$ cat config.mk
export PLATFORM = sky130hd
export DESIGN_NAME = spi_burst_ctrl
export DESIGN_NICKNAME = d
export VERILOG_FILES = /design/src/rtl/spi_burst_ctrl.sv
export SDC_FILE = /design/constraint.sdc
export NUM_CORES = 1
export LEC_CHECK = 0
export ABC_AREA = 1
export CORE_UTILIZATION = 47
export DETAILED_ROUTE_END_ITERATION = 8
export PLACE_DENSITY = 0.76
export SLEW_MARGIN = 15
export SYNTH_ARGS = -nofsm -noshare
export SYNTH_HDL_FRONTEND = slang
export SYNTH_SLANG_ARGS = --single-unit
$ cat constraint.sdc
create_clock -name clk -period 1.7 [get_ports clk]
set_input_delay 0.34 -clock clk [delete_from_list [all_inputs] [get_ports clk]]
set_output_delay 0.34 -clock clk [all_outputs]
set_load 0.02 [all_outputs]
$ cat src/rtl/spi_burst_ctrl.sv
// spi_burst_ctrl: SPI memory sequencer (address/RW decode, burst data)
// Ports: clk, reset_n, cs, SCLK edge pulses, mosi -> registered strobes
module spi_burst_ctrl #(
   parameter int ADDR_BITS = 7,
   parameter int DATA_BITS = 8,
   parameter bit BURST_EN  = 1'b1
) (
   input  logic clk,
   input  logic reset_n,
   input  logic cs,
   input  logic positiveedge_sclk,
   input  logic negativeedge_sclk,
   input  logic mosi,
   output logic miso_buf,
   output logic addr_we,
   output logic sr_we,
   output logic dm_we,
   output logic addr_inc,
   output logic busy
);

   localparam int CNT_MAX =
      (ADDR_BITS + 1 > DATA_BITS) ? ADDR_BITS + 1 : DATA_BITS;
   localparam int CW = (CNT_MAX > 1) ? $clog2(CNT_MAX) : 1;
   localparam logic [CW-1:0] ADDR_LAST = CW'(ADDR_BITS);
   localparam logic [CW-1:0] DATA_LAST = CW'(DATA_BITS - 1);

   typedef enum logic [3:0] {
      IDLE,
      GET_ADDR,
      LATCH,
      READ_LOAD,
      READ_SHIFT,
      READ_NEXT,
      WRITE_SHIFT,
      WRITE_MEM,
      WRITE_NEXT,
      DONE
   } state_t;

   state_t        state, state_d;
   logic [CW-1:0] cnt, cnt_d;
   logic          rw, rw_d;

   always_ff @(posedge clk or negedge reset_n) begin
      if (!reset_n) begin
         state    <= IDLE;
         cnt      <= '0;
         rw       <= 1'b0;
         miso_buf <= 1'b0;
         addr_we  <= 1'b0;
         sr_we    <= 1'b0;
         dm_we    <= 1'b0;
         addr_inc <= 1'b0;
         busy     <= 1'b0;
      end else begin
         state    <= state_d;
         cnt      <= cnt_d;
         rw       <= rw_d;
         // outputs are decoded from the next state so they
         // line up with the state they belong to
         miso_buf <= (state_d == READ_LOAD) ||
                     (state_d == READ_SHIFT) ||
                     (state_d == READ_NEXT);
         addr_we  <= (state_d == LATCH);
         sr_we    <= (state_d == READ_LOAD);
         dm_we    <= (state_d == WRITE_MEM);
         addr_inc <= (state_d == READ_NEXT) ||
                     (state_d == WRITE_NEXT);
         busy     <= (state_d != IDLE);
      end
   end

   always_comb begin
      state_d = state;
      cnt_d   = cnt;
      rw_d    = rw;
      if (cs) begin
         state_d = IDLE;
      end else begin
         unique case (state)
            IDLE: state_d = GET_ADDR;
            GET_ADDR: begin
               if (positiveedge_sclk) begin
                  if (cnt == ADDR_LAST) begin
                     rw_d    = mosi;
                     state_d = LATCH;
                  end else begin
                     cnt_d = cnt + 1'b1;
                  end
               end
            end
            LATCH: state_d = rw ? READ_LOAD : WRITE_SHIFT;
            READ_LOAD: state_d = READ_SHIFT;
            READ_SHIFT: begin
               if (negativeedge_sclk) begin
                  if (cnt == DATA_LAST)
                     state_d = BURST_EN ? READ_NEXT : DONE;
                  else
                     cnt_d = cnt + 1'b1;
               end
            end
            READ_NEXT: state_d = READ_LOAD;
            WRITE_SHIFT: begin
               if (positiveedge_sclk) begin
                  if (cnt == DATA_LAST)
                     state_d = WRITE_MEM;
                  else
                     cnt_d = cnt + 1'b1;
               end
            end
            WRITE_MEM: state_d = BURST_EN ? WRITE_NEXT : DONE;
            WRITE_NEXT: state_d = WRITE_SHIFT;
            DONE: state_d = DONE;
            default: state_d = IDLE;
         endcase
      end
      // every state entry starts a fresh bit count
      if (state_d != state)
         cnt_d = '0;
   end

endmodule

==> flow_summary.ini, run 1 <==
[status]
status = finished, final reports clean

[critical_path]
critPathMaxFanout = 4
cp.required_ns = 1.91
crit_buf_inv = 1
critPathKind = flop to flop
critPathSlowestCell = dfrtp_1
cpMostUsedCell = nand3_2
endpoint_kind = flop
crit_chain = ha_2 > ha_4 > nand2_2 > inv_2 > nand3_2 > nand3_2 > o21ai_2 > nand2_1 > nand2_1 > nand3_2 > nor2_2
critPathArrivalTime_ns = 1.80
critPathLaunchType = flop
cp_top_family = simple AND/OR/NAND/NOR gates
max_stage_delay_ns = 0.40

[global_route]
overflow = 0
grt_usage_pct = 20.2
antenna_found_initial = 0
grt_start_max_net_pins = 15
grt_pass1_wl_um = 2780
grt_pass1_vias = 673

[pwr]
pwr-share-seq_pct = 59.2
power.internal_mw = 0.448
finalPower_mw = 0.578
leakagePower_nw = 0.565
power_density_nw_per_um2 = 551
p_clk_share_pct = 30.0
power_frac_comb_pct = 10.8
net-switching-power_mw = 0.130
vdd_drop_max_uv = 440
power_switching_share_pct = 22.5

[timing]
max_slew_margin_pct = 82.6
period_minus_slack_ns = 1.59
worstMarginPinSlew_ns = 0.262
period_share_pct = 93.7
hold_viol = 0
setup_ws_ns = 0.108
setup_violations = 0
finClkSkew_ns = 0.000334
final-max-slew-violation-count = 0
rsz0062_at_grt = true
hold_ws_ns = 0.374
max_freq_ghz = 0.628

[drt]
ant_nets = 0
firstDrtPassIters = 6
wl_per_cell_um = 11.7
wl_met3_um = 60
drt-met1-wl_um = 774
drt-total-wl_um = 1670
routed-wl-met2_um = 802
dr.max_layer_used = met4
vias = 731
drt_iter0_drc = 7
drc = 0
post_drt_via_cell_ratio = 5.11

[synth]
synth_seq_area_share_pct = 42.1
synth.avg_cell_area_um2 = 7.56
ys_ff_latch = 14
synth_cell_types = 21
synth_nets = 118
syn_inst = 110
yosys_warnings = 0
syn_area_um2 = 832

[clock_tree]
clk_latency_ns = 0.27
clk_pin_slew_ns = 0.07
clock-sinks = 14
clockRootBuffer = clkbuf_4
cts_tree = done
clock_path_buffers = 2
cts_htree_levels = 1
cts_buffers = 3

[floorplanning]
die_area_um2 = 1940
start_util_pct = 52.8
io_pins = 12
rows = 14
die_y_um = 44.1
core_um2 = 1580
dieWidth_um = 44.1

[place]
globalplace.congestion = 0.921
postPlaceCellArea_um2 = 985
port_buffers = 11
place_ws_ns = -0.0258
dp.final_hpwl_um = 1310

[final_layout]
antenna_cells = 0
fillers = 154
fin_nets = 137
area_delta_synth_final_pct = 26.2
drive_gt1_share_pct = 28.3
fin_area_um2 = 1050

[run]
max-cap-violations = 0

[worst_hold_path]
hold_class = input port to async pin
[cell type report]
cell class | instances | area (um^2) | area share [%]
Timing Repair Buffer | 14 | 133 | 12.6
Clock buffer | 3 | 22.5 | 2.15
Tap cell | 16 | 20.0 | 1.91
Multi-Input combinational cell | 78 | 455 | 43.4
Inverter | 18 | 67.6 | 6.44
Sequential cell | 14 | 352 | 33.5
[placed cells by master, fill, tap and decap left out, drive strengths merged]
cell and count:
clkbuf 3, o21bai 1, nand3 19, nand4 1, nand2 31, buf 3
o21ai 4, inv 18, mux2 1, ha 2, xor2 2, a21oi 2
nor2 14, clkdlybuf4s50 11, nor3 1, dfrtp 14
[synthesized netlist by cell type (all sizes together)]
library cell / n / area share, %
ha: 2 / 3.0
o21bai: 1 / 1.4
nand4: 1 / 0.75
nand2: 31 / 16
nand3: 19 / 12
nor3: 1 / 0.60
mux2: 1 / 1.4
inv: 18 / 8.1
xor2: 2 / 2.1
o21ai: 4 / 2.4
a21oi: 2 / 1.7
dfrtp: 14 / 42
nor2: 14 / 8.7
[metal layers]
layer,global-route usage [%],vias up
li1,-,381
met1,24.4,329
met2,32.9,17
met3,6.12,4
met4,9.09,0
met5,0,-
[timing repair]
action | CTS | global route
resized for setup | 1 | 11
buffers inserted | 0 | 0
hold buffers | 0 | 0
pin swaps | 0 | 7
endpoints found under the setup margin | 5 | 7
[kinds of logic after synthesis]
group,after synthesis,share of synthesized area (%)
AO/OA/AOI/OAI,7,5.41
XOR/XNOR,2,2.11
adder cells (fa/ha/maj),2,3.01
buffers and inverters,18,8.12
flip-flops,14,42.1
multiplexers,1,1.35
AND/OR/NAND/NOR,66,37.9
[through the flow]
stage | setup TNS (ns) | util (%) | cells
3_5_place_dp | -0.0991 | 62.5 | 140
5_1_grt | -0.223 | 66.6 | 143
2_1_floorplan | 0 | - | 110
4_1_cts | 0 | 64.1 | 143
3_3_place_gp | -0.0400 | 62.5 | 140
6_report | 0 | 66.6 | 143
[flip-flops by register name, indices dropped and copies added (netlist names)]
register / count
addr_inc: 1
addr_we: 1
busy: 1
cnt: 3
dm_we: 1
miso_buf: 1
rw: 1
sr_we: 1
state: 4
[power groups by stage]
stage	Clock [mW]	Combinational, mW	Sequential [mW]
after global routing	0.192	0.0717	0.343
after CTS	0.180	0.0619	0.342
after global placement	0	0.0604	0.349
final	0.173	0.0626	0.342
after floorplan	0	0.0258	0.349
after detailed placement	0	0.0614	0.349
[worst paths after layout]
kind | start | endpoint | slack (ns) | cells after the start
min in group clk | rw$_DFFE_PN0P_ | rw$_DFFE_PN0P_ | 0.54 | 1
hold / removal | reset_n | cnt[2]$_DFFE_PN0P_ | 0.37 | 2
max in group asynchronous | reset_n | state[1]$_DFF_PN0_ | 1.15 | 2
setup / recovery | cnt[1]$_DFFE_PN0P_ | cnt[0]$_DFFE_PN0P_ | 0.11 | 11
hold reg to reg | rw$_DFFE_PN0P_ | rw$_DFFE_PN0P_ | 0.54 | 1
setup reg to reg | cnt[1]$_DFFE_PN0P_ | cnt[0]$_DFFE_PN0P_ | 0.11 | 11
No activity file was read; power rests on OpenSTA's default activity.
==> run 2: changes to the inputs <==
--- a/config.mk
+++ b/config.mk
@@ -8,6 +8,7 @@
 export ABC_AREA = 1
 export CORE_UTILIZATION = 47
 export DETAILED_ROUTE_END_ITERATION = 8
+export GPL_ROUTABILITY_DRIVEN = 1
 export PLACE_DENSITY = 0.76
 export SLEW_MARGIN = 15
 export SYNTH_ARGS = -nofsm -noshare
==> results of run 2 <==
Final layout, timing and power as in run 1 (identical DEF).
==> RTL edit, RTL diff (flow settings as in run 2) <==
Set the parameter `DATA_BITS` to 4 (it was 8).
--- a/src/rtl/spi_burst_ctrl.sv
+++ b/src/rtl/spi_burst_ctrl.sv
@@ -2,7 +2,7 @@
 // Ports: clk, reset_n, cs, SCLK edge pulses, mosi -> registered strobes
 module spi_burst_ctrl #(
    parameter int ADDR_BITS = 7,
-   parameter int DATA_BITS = 8,
+   parameter int DATA_BITS = 4,
    parameter bit BURST_EN  = 1'b1
 ) (
    input  logic clk,
Function: no difference found for any inputs over 10 cycles, from zero or initial values and one cycle with reset_n low; that may be too few to reach the edited logic, so the function may still have changed.
==> RTL edit against run 2 <==
Setup slack lost 52 ps. Area after synthesis grew 4.1%. Power grew 6.1%. Sequential cell count is the same. Count of clock-buffer cells in the layout is the same. Via count grew 11%. Cell count grew 13%. Wire length grew 3.8%. Cell area grew 7.5%. Critical path type unchanged. Critical endpoint is now cnt[2]. Highest routed layer unchanged.
==> RTL edit: results (changes against run 2) <==
.. list-table::
   :header-rows: 1

   * - Metric
     - Value
   * - Run status
     - complete, no violations
   * - Detailed router's first-iteration violation count
     - 15 (+8)
   * - Proportion of layout cells with a drive suffix above 1
     - 24.8% (-3.5 points)
   * - Sequential-to-total area share from yosys stat
     - 40.5% (-1.6 points)
   * - Internal
     - 0.000460 W (+2.6%)
   * - Worst Slack Setup Final
     - 55.4 ps (-52.2 ps)
   * - Syn nets
     - 125 (+5.9%)
   * - Hold_ws
     - 371 ps (-3.35 ps)
   * - Static leakage
     - 0.583 nW (+3.2%)
   * - Crit path max fanout
     - 3 (-1)
   * - Mux share of post-synthesis cell area
     - 0% (-1.4 points)
   * - Post-layout power
     - 0.000614 W (+6.1%)
   * - Top post-synthesis cells by area
     - sky130_fd_sc_hd__dfrtp_1, sky130_fd_sc_hd__nand2_1, sky130_fd_sc_hd__nor2_1
   * - Routed via count divided by cell count
     - 5.00 (-2.2%)
   * - Relative slew margins
     - 78.5% (-4.0 points)
   * - GRT met1 Usage
     - 27.3% (+2.9 points)
   * - Dpl cells
     - 156 (+11%)
   * - Routability congestion estimate
     - 0.916 (-0.58%)
   * - Critical path's largest stage delay
     - 420 ps (+20 ps)
   * - Post-route insts no fill
     - 162 (+13%)
   * - Fraction of the mapped netlist area in compound gates
     - 6.94% (+1.5 points)
   * - Pre-CTS worst setup slack
     - -62.2 ps (-36.4 ps)
   * - Count of H-tree levels built during CTS
     - 1 (unchanged)
   * - Half-perimeter wire length after placement
     - 1.30 mm (-0.37%)
   * - Vias in the first global route
     - 679 (+0.89%)
   * - Sequential group power
     - 0.000347 W (+1%)
   * - Worst endpoint data arrival time
     - 1850 ps (+50 ps)
   * - Global-route wire length before repair
     - 2.82 mm (+1.3%)
   * - FILL cells
     - 151 (-1.9%)
   * - Number of instances in the synthesized netlist
     - 116 (+5.5%)
   * - Layout net count
     - 148 (+8.0%)
   * - Top cells by instance count after synthesis
     - sky130_fd_sc_hd__nand2_1, sky130_fd_sc_hd__nor2_1, sky130_fd_sc_hd__dfrtp_1
   * - Grt met3 use
     - 3.60% (-2.5 points)
   * - Final worst clock skew
     - 3.03 ps (+2.69 ps)
   * - Total met2 wirelength after detailed routing
     - 810 µm (+1.0%)
   * - Clk_lat worst skew
     - 270 ps (about the same)
   * - Minimum setup slack among reg-to-reg paths
     - 60 ps (-50 ps)
[RTL edit: cell types whose count changed after synthesis, moves of 3 or more]
cell                      delta
sky130_fd_sc_hd__nor2_1      +7
sky130_fd_sc_hd__nor2_2      -3
sky130_fd_sc_hd__inv_2       -3
sky130_fd_sc_hd__nand2_1     +6
sky130_fd_sc_hd__nor2_4      +3
sky130_fd_sc_hd__nand3_1     -7
[RTL edit: final timing paths]
check | startpoint | cells past startpoint | end
worst min register to register | rw | 2 | rw
min in group clk | rw | 2 | rw
worst min-delay path | reset_n | 2 | addr_inc
max in group asynchronous | reset_n | 2 | state[3]
worst max-delay path | cnt[0] | 10 | cnt[2]
worst max register to register | cnt[0] | 10 | cnt[2]
[RTL edit: worst reg2reg max path: stages (launching register included)]
cell and delay (ps):
sky130_fd_sc_hd__dfrtp_1 420, sky130_fd_sc_hd__ha_4 180, sky130_fd_sc_hd__ha_1 200, sky130_fd_sc_hd__nand2_1 80, sky130_fd_sc_hd__nand3b_1 150, sky130_fd_sc_hd__nand3_2 100, sky130_fd_sc_hd__nand3_1 80, sky130_fd_sc_hd__nand2_1 60
sky130_fd_sc_hd__nor2_2 90, sky130_fd_sc_hd__nand3_2 110, sky130_fd_sc_hd__nor2_1 110
[RTL edit: area by class of cell]
| class | count | area [µm²] | share of cell area (%) |
|---|---|---|---|
| clock buffer | 3 | 22.5 | 2.00 |
| inverter | 15 | 56.3 | 4.99 |
| multi-input combinational | 86 | 497 | 44.0 |
| sequential | 14 | 352 | 31.2 |
| tap | 25 | 31.3 | 2.77 |
| timing repair buffer | 19 | 170 | 15.1 |
[RTL edit: repair_timing]
action,4_1_cts,5_1_grt
pin swaps,1,9
endpoints found under the setup margin,3,7
gates cloned,0,0
resized for setup,0,13
buffers inserted,1,2
